==> config.mk <==
export PLATFORM = sky130hd
export DESIGN_NAME = demux_channel_collector
export DESIGN_NICKNAME = d
export VERILOG_FILES = /design/src/rtl/demux_channel_collector.sv
export SDC_FILE = /design/constraint.sdc
export NUM_CORES = 1
export LEC_CHECK = 0
export BUFFER_PORTS_ARGS = -buffer_cell sky130_fd_sc_hd__buf_2
export CAP_MARGIN = 20
export CORE_UTILIZATION = 50
export DETAILED_ROUTE_END_ITERATION = 10
export GPL_ROUTABILITY_DRIVEN = 0
export PLACE_DENSITY_LB_ADDON = 0.05
export SYNTH_ARGS = -nofsm -noshare
export SYNTH_HDL_FRONTEND = slang
export SYNTH_SLANG_ARGS = --single-unit
==> constraint.sdc <==
create_clock -name clk -period 1.9 [get_ports clk]
set_clock_uncertainty 0.05 [all_clocks]
set_input_delay 0.095 -clock clk [delete_from_list [all_inputs] [get_ports clk]]
set_output_delay 0.095 -clock clk [all_outputs]
set_load 0.02 [all_outputs]
==> src/rtl/demux_channel_collector.sv <==
// Collects demux channel words into one slot per channel and drains them round-robin to a valid/ready stream.
// Latency 1 cycle from capture to out_valid; full slots drop new writes and count them. Optional COLLECTOR_PARITY_EN adds out_parity.
module demux_channel_collector #(
    parameter int DATA_W = 8,
    parameter int OVF_W  = 4
) (
    input  logic              clk,
    input  logic              rst_n,
    input  logic              in_valid,
    input  logic [1:0]        in_sel,
    input  logic [DATA_W-1:0] in_a,
    input  logic [DATA_W-1:0] in_b,
    input  logic [DATA_W-1:0] in_c,
    input  logic [DATA_W-1:0] in_d,
    output logic              out_valid,
    input  logic              out_ready,
    output logic [DATA_W-1:0] out_data,
    output logic [1:0]        out_ch,
    output logic [OVF_W-1:0]  ovf_count,
    output logic              ovf_flag,
`ifdef COLLECTOR_PARITY_EN
    output logic              out_parity,
`endif
    input  logic              clr_ovf
);

    localparam logic [0:0] IDLE    = 1'b0;
    localparam logic [0:0] PRESENT = 1'b1;

    logic [0:0]        state;
    logic [DATA_W-1:0] slot_data [4];
    logic [3:0]        slot_full;
    logic [1:0]        rr_ptr;

    logic              take;
    logic              grant_vld;
    logic [1:0]        grant;
    logic              unload;
    logic              drop;
    logic              wr_en;
    logic [DATA_W-1:0] wr_data;

    // The output register can accept a new word when empty or when its word leaves this cycle.
    assign take = (state == IDLE) || out_ready;

    always_comb begin
        logic [1:0] idx;
        grant_vld = 1'b0;
        grant     = rr_ptr;
        idx       = rr_ptr;
        // Walk backwards so the candidate nearest rr_ptr is the one left standing.
        for (int i = 3; i >= 0; i--) begin
            idx = rr_ptr + 2'(i);
            if (slot_full[idx]) begin
                grant_vld = 1'b1;
                grant     = idx;
            end
        end
    end

    assign unload = take && grant_vld;

    always_comb begin
        wr_data = in_a;
        case (in_sel)
            2'd0: wr_data = in_a;
            2'd1: wr_data = in_b;
            2'd2: wr_data = in_c;
            default: wr_data = in_d;
        endcase
    end

    // A slot emptied on this edge can take the new word without counting an overflow.
    assign drop  = in_valid && slot_full[in_sel] && !(unload && (grant == in_sel));
    assign wr_en = in_valid && !drop;

    always_ff @(posedge clk or negedge rst_n) begin
        if (!rst_n) begin
            for (int i = 0; i < 4; i++) begin
                slot_data[i] <= '0;
            end
            slot_full <= '0;
        end else begin
            for (int i = 0; i < 4; i++) begin
                if (wr_en && (in_sel == 2'(i))) begin
                    slot_data[i] <= wr_data;
                    slot_full[i] <= 1'b1;
                end else if (unload && (grant == 2'(i))) begin
                    slot_full[i] <= 1'b0;
                end
            end
        end
    end

    always_ff @(posedge clk or negedge rst_n) begin
        if (!rst_n) begin
            state    <= IDLE;
            rr_ptr   <= 2'd0;
            out_data <= '0;
            out_ch   <= 2'd0;
`ifdef COLLECTOR_PARITY_EN
            out_parity <= 1'b0;
`endif
        end else if (unload) begin
            state    <= PRESENT;
            rr_ptr   <= grant + 2'd1;
            out_data <= slot_data[grant];
            out_ch   <= grant;
`ifdef COLLECTOR_PARITY_EN
            out_parity <= ^slot_data[grant];
`endif
        end else if ((state == PRESENT) && out_ready) begin
            state <= IDLE;
        end
    end

    assign out_valid = (state == PRESENT);

    always_ff @(posedge clk or negedge rst_n) begin
        if (!rst_n) begin
            ovf_count <= '0;
            ovf_flag  <= 1'b0;
        end else if (clr_ovf) begin
            ovf_count <= '0;
            ovf_flag  <= 1'b0;
        end else if (drop) begin
            ovf_flag <= 1'b1;
            if (ovf_count != {OVF_W{1'b1}}) begin
                ovf_count <= ovf_count + 1'b1;
            end
        end
    end

endmodule
==> results.toml, run 1 <==
[routing]
wire_per_inst_um = 16.0
drtPass1Iterations = 4
vias_per_cell = 5.28
dr.first_iter.drc_count = 153
totalWireLength_um = 6520
ant_nets = 0
drc = 0
vias = 2154

[logic_synthesis]
synthCells = 229
synth-compound-area-share = 0.0888
synth-seq-cells = 54
synth_top_cell_by_area = "dfrtp_1"
synth.top_cell.area_share = 0.470
synth-async-reset-ratio = 1.00
synth_fa_ha_area_frac = 0.0218
syn-num-nets = 273
synth_area_per_cell_um2 = 12.6
muxShareOfSynthArea = 0.289
synthTopCellsByArea = "dfrtp_1 47%, mux2_2 10%, mux2i_1 5.9%, mux4_2 5.5%, mux2_4 4.2%"
synth.cell_area_um2 = 2870
synth.yosys.seq_area_share = 0.470
synth-xor-area-share = 0.00871
synth_edf_count = 0
synth-simple-area-share = 0.0801
ys.flop_type = "dfrtp_1"
ys_types = 44
synth_top_family_by_area = "multiplexers"
yosysWarnings = 0

[cts]
cts.clk_slew.worst_paths_ns = 0.11
numCtsBuffers = 5
clk_latency_ns = 0.31
cts.sinks = 54
h-tree-depth = 2
cts_max_path_buffers = 2
cts_tree = "done"
cts-root-buf = "clkbuf_8"

[sta]
whs_ns = 0.222
finalSetupViolCount = 46
worst_pin_slew_ns = 0.518
max_freq_mhz = 463
hold_viol = 0
slew_violations = 0
setup_slack_ns = -0.262
fin_setup_tns_ns = -7.64
rsz0062_at_grt = "yes"
fin_crit_sh = 1.14
max-slew-margin-rel = 0.654
period_needed_ns = 2.16

[layout]
final_cells = 408
fillerInstances = 396
antenna_cells = 0
synthToLayoutAreaGrowth_pct = 35.6
nets = 379
multi_input_area_um2 = 1540
drive_above_1_share = 0.533
regArea_um2 = 1350
final_util = 0.708

[critical_path]
r2r-start = "rr_ptr[1]"
crit_start = "rr_ptr[1]"
worstPathMaxFanout = 5
critPathKind = "reg -> reg"
required_ns = 2.05
startpoint_type = "flip-flop"
crit_arrival_ns = 2.31
crit_path_end_kind = "flip-flop"

[grt]
grt_pass1_vias = 2211
grt_max_degree = 23
grt_overflow_total = 0
grt_pass1_wl_um = 10700
gr-usage-all-layers = 0.234
antenna_found_initial = 0

[floorplanning]
die_w_um = 77.8
num_rows = 27
dieArea_um2 = 6060
die_h_um = 77.8
core_region_area_um2 = 5510
ioPinCount = 55
initial_core_util = 0.522

[power]
power_leakage_nw = 1.87
ir_worst_vdd_mv = 0.881
p_per_area_nw_per_um2 = 1750

[placement]
port_buffers = 54
dp_cells = 380
place_hpwl_um = 4600
dp_slack_ns = -0.252

[worst_hold_path]
hold_start = "in_c[5]"
hp-class = "in -> reg"

[run_status]
violations = "negative setup slack"
status = "complete, but fails checks"

[run]
max_cap_violations = 0
## state kept, by name (all words and copies together) (netlist names)
name / flops
out_ch: 2
out_data: 8
out_valid: 1
ovf_count: 4
ovf_flag: 1
rr_ptr: 2
slot_data: 32
slot_full: 4
## report_power, final
group	total (mW)	switching, mW	leakage, nW	internal, mW
combinational	4.11	1.85	1.17	2.26
clock	0.671	0.404	0.0447	0.267
sequential	2.05	0.357	0.653	1.70
total	6.84	2.61	1.87	4.22
## critical path: stages, from the launching register on
cell     delay [ns]
dfrtp_1        0.43
nor3b_2        0.17
o22a_1         0.17
o22a_2         0.23
buf_6          0.14
o31ai_4        0.34
nand3_4        0.18
mux2_4         0.34
## layout by cell type (no fill, tap or decap), types with 7 or more instances in the layout
cell            n
mux2i_1        16
mux2_4         16
inv_1           8
buf_2          54
mux4_2          7
nand2_1        27
buf_4          33
dfrtp_1        52
mux2_2         21
buf_6          11
dlygate4sd3_1  11
## final timing paths
check	end	slack (ns)	cells past startpoint
hold reg to reg	out_data[4]	0.44	2
min in group asynchronous	out_valid	0.23	2
setup reg to reg	slot_data[31]	-0.26	7
hold / removal	slot_data[5]	0.22	3
setup / recovery	slot_data[31]	-0.26	7
max in group asynchronous	slot_data[21]	1.00	3
## synth_stat cells, types with 3 or more instances
cell	number
o22ai_1	3
ha_1	5
dfrtp_1	54
mux2_4	8
a21oi_1	5
o21ai_0	10
buf_2	3
nor2_1	3
clkbuf_1	4
inv_1	8
mux2i_1	17
nand2_1	28
mux2_1	8
mux4_2	7
mux2_2	26
nand3_1	4
nor2b_1	3
## cell families after synthesis
logic type / Yosys count
flip-flops: 54
adder cells (fa/ha/maj): 5
AO/OA/AOI/OAI: 33
AND/OR/NAND/NOR: 47
buffers and inverters: 22
multiplexers: 66
XOR/XNOR: 2
## per-layer routing
| metal | wire [um] | share of wire | track usage |
|---|---|---|---|
| met1 | 2930 | 0.45 | 0.296 |
| met2 | 3310 | 0.51 | 0.412 |
| met3 | 198 | 0.030 | 0.0435 |
| met4 | 86 | 0.013 | 0.0585 |
| met5 | 0 | 0 | 0 |
## per-stage QoR
stage          power (mW)  area, um^2
4_1_cts              6.54        3810
6_report             6.84        3900
5_1_grt              7.32        3900
3_5_place_dp         5.46        3460
3_3_place_gp         5.38        3460
2_1_floorplan        4.40        2900
## area by class of cell
cell class / count / area share
clock buffer: 5 / 0.0177
clock inverter: 3 / 0.00642
inverter: 9 / 0.00867
multi-input combinational: 154 / 0.395
sequential: 54 / 0.347
tap: 72 / 0.0231
timing repair buffer: 111 / 0.202
## what timing repair did
action                     CTS  global route
hold endpoints to repair    30             0
buffers inserted             5             4
setup endpoints to repair   46            50
hold buffers                11             0
gates cloned                 1             0
gates resized for setup     31            15
pin swaps                    6             6
(Power assumes the default switching activity.)
==> run 2, diff against run 1 <==
==> constraint.sdc (replaced) <==
create_clock -name clk -period 1.75 [get_ports clk]
set_clock_uncertainty 0.05 [all_clocks]
set_input_delay 0.0875 -clock clk [delete_from_list [all_inputs] [get_ports clk]]
set_output_delay 0.0875 -clock clk [all_outputs]
set_load 0.02 [all_outputs]
==> results.toml, run 2 (synthesis results as in run 1) <==
[run_status]
status = "complete, but fails checks"
violations = "negative setup slack"

[cts]
clk_latency_ns = 0.32
numCtsBuffers = 5
cts_max_path_buffers = 2
cts-root-buf = "clkbuf_8"
cts.sinks = 54
cts_tree = "done"
cts.clk_slew.worst_paths_ns = 0.10
h-tree-depth = 2

[layout]
largest_register_ffs = 32
multi_input_area_um2 = 1560
fillerInstances = 409
drive_above_1_share = 0.530
nets = 374
layout_common_cells = "54 x buf_2, 52 x dfrtp_1, 31 x buf_4"
final_common_cell = "buf_2"
regArea_um2 = 1350
antenna_cells = 0
regMostFlops = "slot_data"
synthToLayoutAreaGrowth_pct = 34.6
top_regs = "slot_data (32), out_data (8)"

[critical_path]
cpPeakStageDelay_ns = 0.45
r2r-start = "slot_full[0]"
crit_arrival_ns = 2.29
worstPathMaxFanout = 8
required_ns = 1.91
cp_num_buf_inv = 3
crit_path_end_kind = "flip-flop"
worst_path_dominant_cell_family = "compound AO/OA/AOI/OAI gates"
reg2reg_slack_ns = -0.39
reg2reg_depth = 8
reg2reg_to = "slot_data[25]"
path_cells = "inv_2 -> o22ai_2 -> a222oi_1 -> buf_4 -> buf_12 -> o31ai_4 -> nand3_2 -> mux2_4"
slowest_stage = "dfrtp_2"
critPathKind = "reg -> reg"
startpoint_type = "flip-flop"

[worst_hold_path]
hold_start = "in_d[5]"
min_path_cells = 3
hp-class = "in -> reg"
hold_end = "slot_data[5]"

[routing]
totalWireLength_um = 6610
drc = 0
ant_nets = 0
drtPass1Iterations = 4
vias = 2173
dr.first_iter.drc_count = 84
vias_per_cell = 5.41
wire_per_inst_um = 16.4

[sta]
period_needed_ns = 2.14
worst_pin_slew_ns = 0.543
rsz0062_at_grt = "yes"
hold_viol = 0
setup_slack_ns = -0.387
fin_crit_sh = 1.22
max-slew-margin-rel = 0.638
whs_ns = 0.213
slew_violations = 0
fin_setup_tns_ns = -13.65
finalSetupViolCount = 51
max_freq_mhz = 468

[floorplanning]
die_h_um = 77.8
initial_core_util = 0.522
ioPinCount = 55
num_rows = 27
dieArea_um2 = 6060
core_region_area_um2 = 5510
die_w_um = 77.8

[grt]
gr-usage-all-layers = 0.243
grt_pass1_vias = 2304
grt_pass1_wl_um = 11300
grt_overflow_total = 0
grt_max_degree = 34
antenna_found_initial = 0

[power]
power_leakage_nw = 1.82
p_per_area_nw_per_um2 = 1920
ir_worst_vdd_mv = 0.900

[placement]
dp_slack_ns = -0.443
port_buffers = 54
place_hpwl_um = 4590

[run]
max_cap_violations = 0
## run 2: layout make-up
type	instances	share of cell area
flip-flops and latches	54	0.350
well taps	72	0.0233
clock buffers	5	0.0178
inverters	9	0.00938
repair buffers	106	0.192
multi-input cells	154	0.404
clock inverters	2	0.00356
## run 2: worst max path at each step
stage | depth (start not counted) | from | slack, ns | end
6_report | 8 | slot_full[0] | -0.39 | slot_data[25]
5_1_grt | 8 | slot_full[0] | -0.47 | slot_data[25]
4_1_cts | 8 | slot_full[0] | -0.37 | slot_data[25]
3_5_place_dp | 8 | slot_full[0] | -0.44 | slot_data[27]
3_3_place_gp | 8 | slot_full[0] | -0.37 | slot_data[26]
2_1_floorplan | 8 | slot_full[0] | -0.26 | slot_data[10]
## run 2: per-layer routing
layer	global-route usage	wire length, um	vias up	part of all wire
li1	-	-	1023	-
met1	0.326	3030	1093	0.46
met2	0.412	3270	51	0.50
met3	0.0376	238	6	0.036
met4	0.0585	68	0	0.010
met5	0	0	-	0
## run 2: what timing repair did
action,in CTS,in global routing
hold endpoints to repair,31,0
buffers inserted,4,2
cloned,1,0
pin swaps,10,9
setup endpoints to repair,51,53
gates resized for setup,26,19
hold buffers,11,0
## run 2: where the power goes
group / internal [mW] / switching [mW]
Combinational: 2.46 / 2.04
Sequential: 1.84 / 0.393
Clock: 0.278 / 0.433
## run 2: tightest hold or removal path, delay by kind of cell
family | cells | cell delay, ns
multiplexers | 2 | 0.39
buffers and inverters | 1 | 0.07
## run 2: through the flow
step	util	instance area, um^2	instances	total power, mW
floorplan	-	2900	229	4.77
global placement	0.628	3460	378	5.94
detailed placement	0.628	3460	378	6.05
CTS	0.691	3800	401	7.21
global route	0.702	3870	402	7.95
finish	0.702	3870	402	7.44
==> run 3, diff against run 2 <==
--- a/config.mk
+++ b/config.mk
@@ -7,7 +7,9 @@
 export LEC_CHECK = 0
 export BUFFER_PORTS_ARGS = -buffer_cell sky130_fd_sc_hd__buf_2
 export CAP_MARGIN = 20
-export CORE_UTILIZATION = 50
+export CELL_PAD_IN_SITES_DETAIL_PLACEMENT = 1
+export CELL_PAD_IN_SITES_GLOBAL_PLACEMENT = 1
+export CORE_UTILIZATION = 40
 export DETAILED_ROUTE_END_ITERATION = 10
 export GPL_ROUTABILITY_DRIVEN = 0
 export PLACE_DENSITY_LB_ADDON = 0.05
==> results.toml, run 3 (synthesis results as in run 1) <==
[critical_path]
crit_arrival_ns = 2.35
critPathKind = "reg -> reg"
reg2reg_to = "slot_data[31]"
cp_num_buf_inv = 2
r2r-start = "slot_full[2]"
crit_top_cell = "buf_6"
reg2reg_depth = 7
startpoint_type = "flip-flop"
cpPeakStageDelay_ns = 0.47
reg2reg_slack_ns = -0.45
worst_path_dominant_cell_family = "compound AO/OA/AOI/OAI gates"
required_ns = 1.90
slowest_stage = "dfrtp_2"
worstPathMaxFanout = 5
crit_path_end_kind = "flip-flop"
path_cells = "buf_6 -> o22a_1 -> o22a_2 -> buf_6 -> o31ai_4 -> nand3_4 -> mux2_4"

[layout]
synthToLayoutAreaGrowth_pct = 42.4
layout_common_cells = "54 x buf_2, 51 x dfrtp_1, 34 x buf_4"
nets = 383
largest_register_ffs = 32
drive_above_1_share = 0.568
regArea_um2 = 1360
antenna_cells = 0
regMostFlops = "slot_data"
final_common_cell = "buf_2"
top_regs = "slot_data (32), out_data (8)"
final_cells = 436
fillerInstances = 737
multi_input_area_um2 = 1620

[cts]
cts_tree = "done"
cts.clk_slew.worst_paths_ns = 0.11
numCtsBuffers = 5
cts_max_path_buffers = 2
cts.sinks = 54
cts-root-buf = "clkbuf_8"
clk_latency_ns = 0.32
h-tree-depth = 2

[grt]
gr-usage-all-layers = 0.208
grt_overflow_total = 0
grt_pass1_vias = 2297
antenna_found_initial = 0
grt_max_degree = 23
grt_pass1_wl_um = 11700

[routing]
wl_met3_um = 194
vias = 2211
wire_per_inst_um = 17.3
routed-wl-met2_um = 3850
ant_nets = 0
drc = 0
drtPass1Iterations = 4
dr.first_iter.drc_count = 98
vias_per_cell = 5.07
m1WireLength_um = 3410
totalWireLength_um = 7530
routed.top_layer = "met4"

[floorplanning]
die_w_um = 86.8
num_rows = 30
ioPinCount = 55
initial_core_util = 0.418
core_region_area_um2 = 6870
dieArea_um2 = 7530
die_h_um = 86.8

[sta]
rsz0062_at_grt = "yes"
worst_pin_slew_ns = 0.582
period_needed_ns = 2.20
hold_viol = 0
max_freq_mhz = 454
slew_violations = 0
max-slew-margin-rel = 0.611
finalSetupViolCount = 51
fin_crit_sh = 1.26
setup_slack_ns = -0.453

[run_status]
violations = "negative setup slack"
status = "complete, but fails checks"

[run]
max_cap_violations = 0

[power]
p_per_area_nw_per_um2 = 1970
ir_worst_vdd_mv = 0.666
total_power_mw = 8.06
power_leakage_nw = 1.98

[worst_hold_path]
hp-class = "in -> async"

[placement]
port_buffers = 54
dp_cells = 404
place_hpwl_um = 5010
-- run 3: repair_timing --
| item | CTS | global route |
|---|---|---|
| pin swaps | 5 | 8 |
| setup buffers | 6 | 7 |
| hold buffers | 11 | 0 |
| gates resized for setup | 32 | 41 |
| endpoints found under the hold margin | 27 | 0 |
| endpoints found under the setup margin | 51 | 52 |
| cloned | 0 | 1 |
-- run 3: worst max path at each step --
stage / startpoint / endpoint / cells past startpoint
after detailed placement: slot_full[0] / slot_data[3] / 8
after CTS: slot_full[0] / slot_data[3] / 8
after floorplan: slot_full[0] / slot_data[10] / 8
after global placement: slot_full[2] / slot_data[30] / 8
after global routing: slot_full[0] / slot_data[10] / 8
final: slot_full[2] / slot_data[31] / 7
-- run 3: layout make-up --
class	count	area share
clock buffer	7	0.0186
clock inverter	1	0.00734
inverter	9	0.00825
multi-input combinational	154	0.396
sequential	54	0.331
tap	96	0.0293
timing repair buffer	115	0.210
-- run 3: stage by stage --
stage / util / hold slack (ns) / setup TNS, ns / setup WS [ns] / cell area (um^2)
after floorplan: - / -0.258 / -9.63 / -0.259 / 2900
after global routing: 0.596 / 0.221 / -24.04 / -0.526 / 4090
after CTS: 0.566 / 0.184 / -15.25 / -0.366 / 3890
final: 0.596 / 0.182 / -17.36 / -0.453 / 4090
after detailed placement: 0.510 / 0.00565 / -16.77 / -0.398 / 3500
after global placement: 0.510 / 0.0108 / -14.69 / -0.370 / 3500
-- run 3: power breakdown --
part / total [mW] / switching (mW) / internal [mW]
logic: 4.96 / 2.19 / 2.77
clock network: 0.853 / 0.424 / 0.429
registers: 2.25 / 0.407 / 1.84
-- run 3: routing by layer --
layer	vias to the layer above	GRT usage
met4	0	0.0545
met2	41	0.361
met3	7	0.0286
met5	-	0
met1	1119	0.273
li1	1044	-
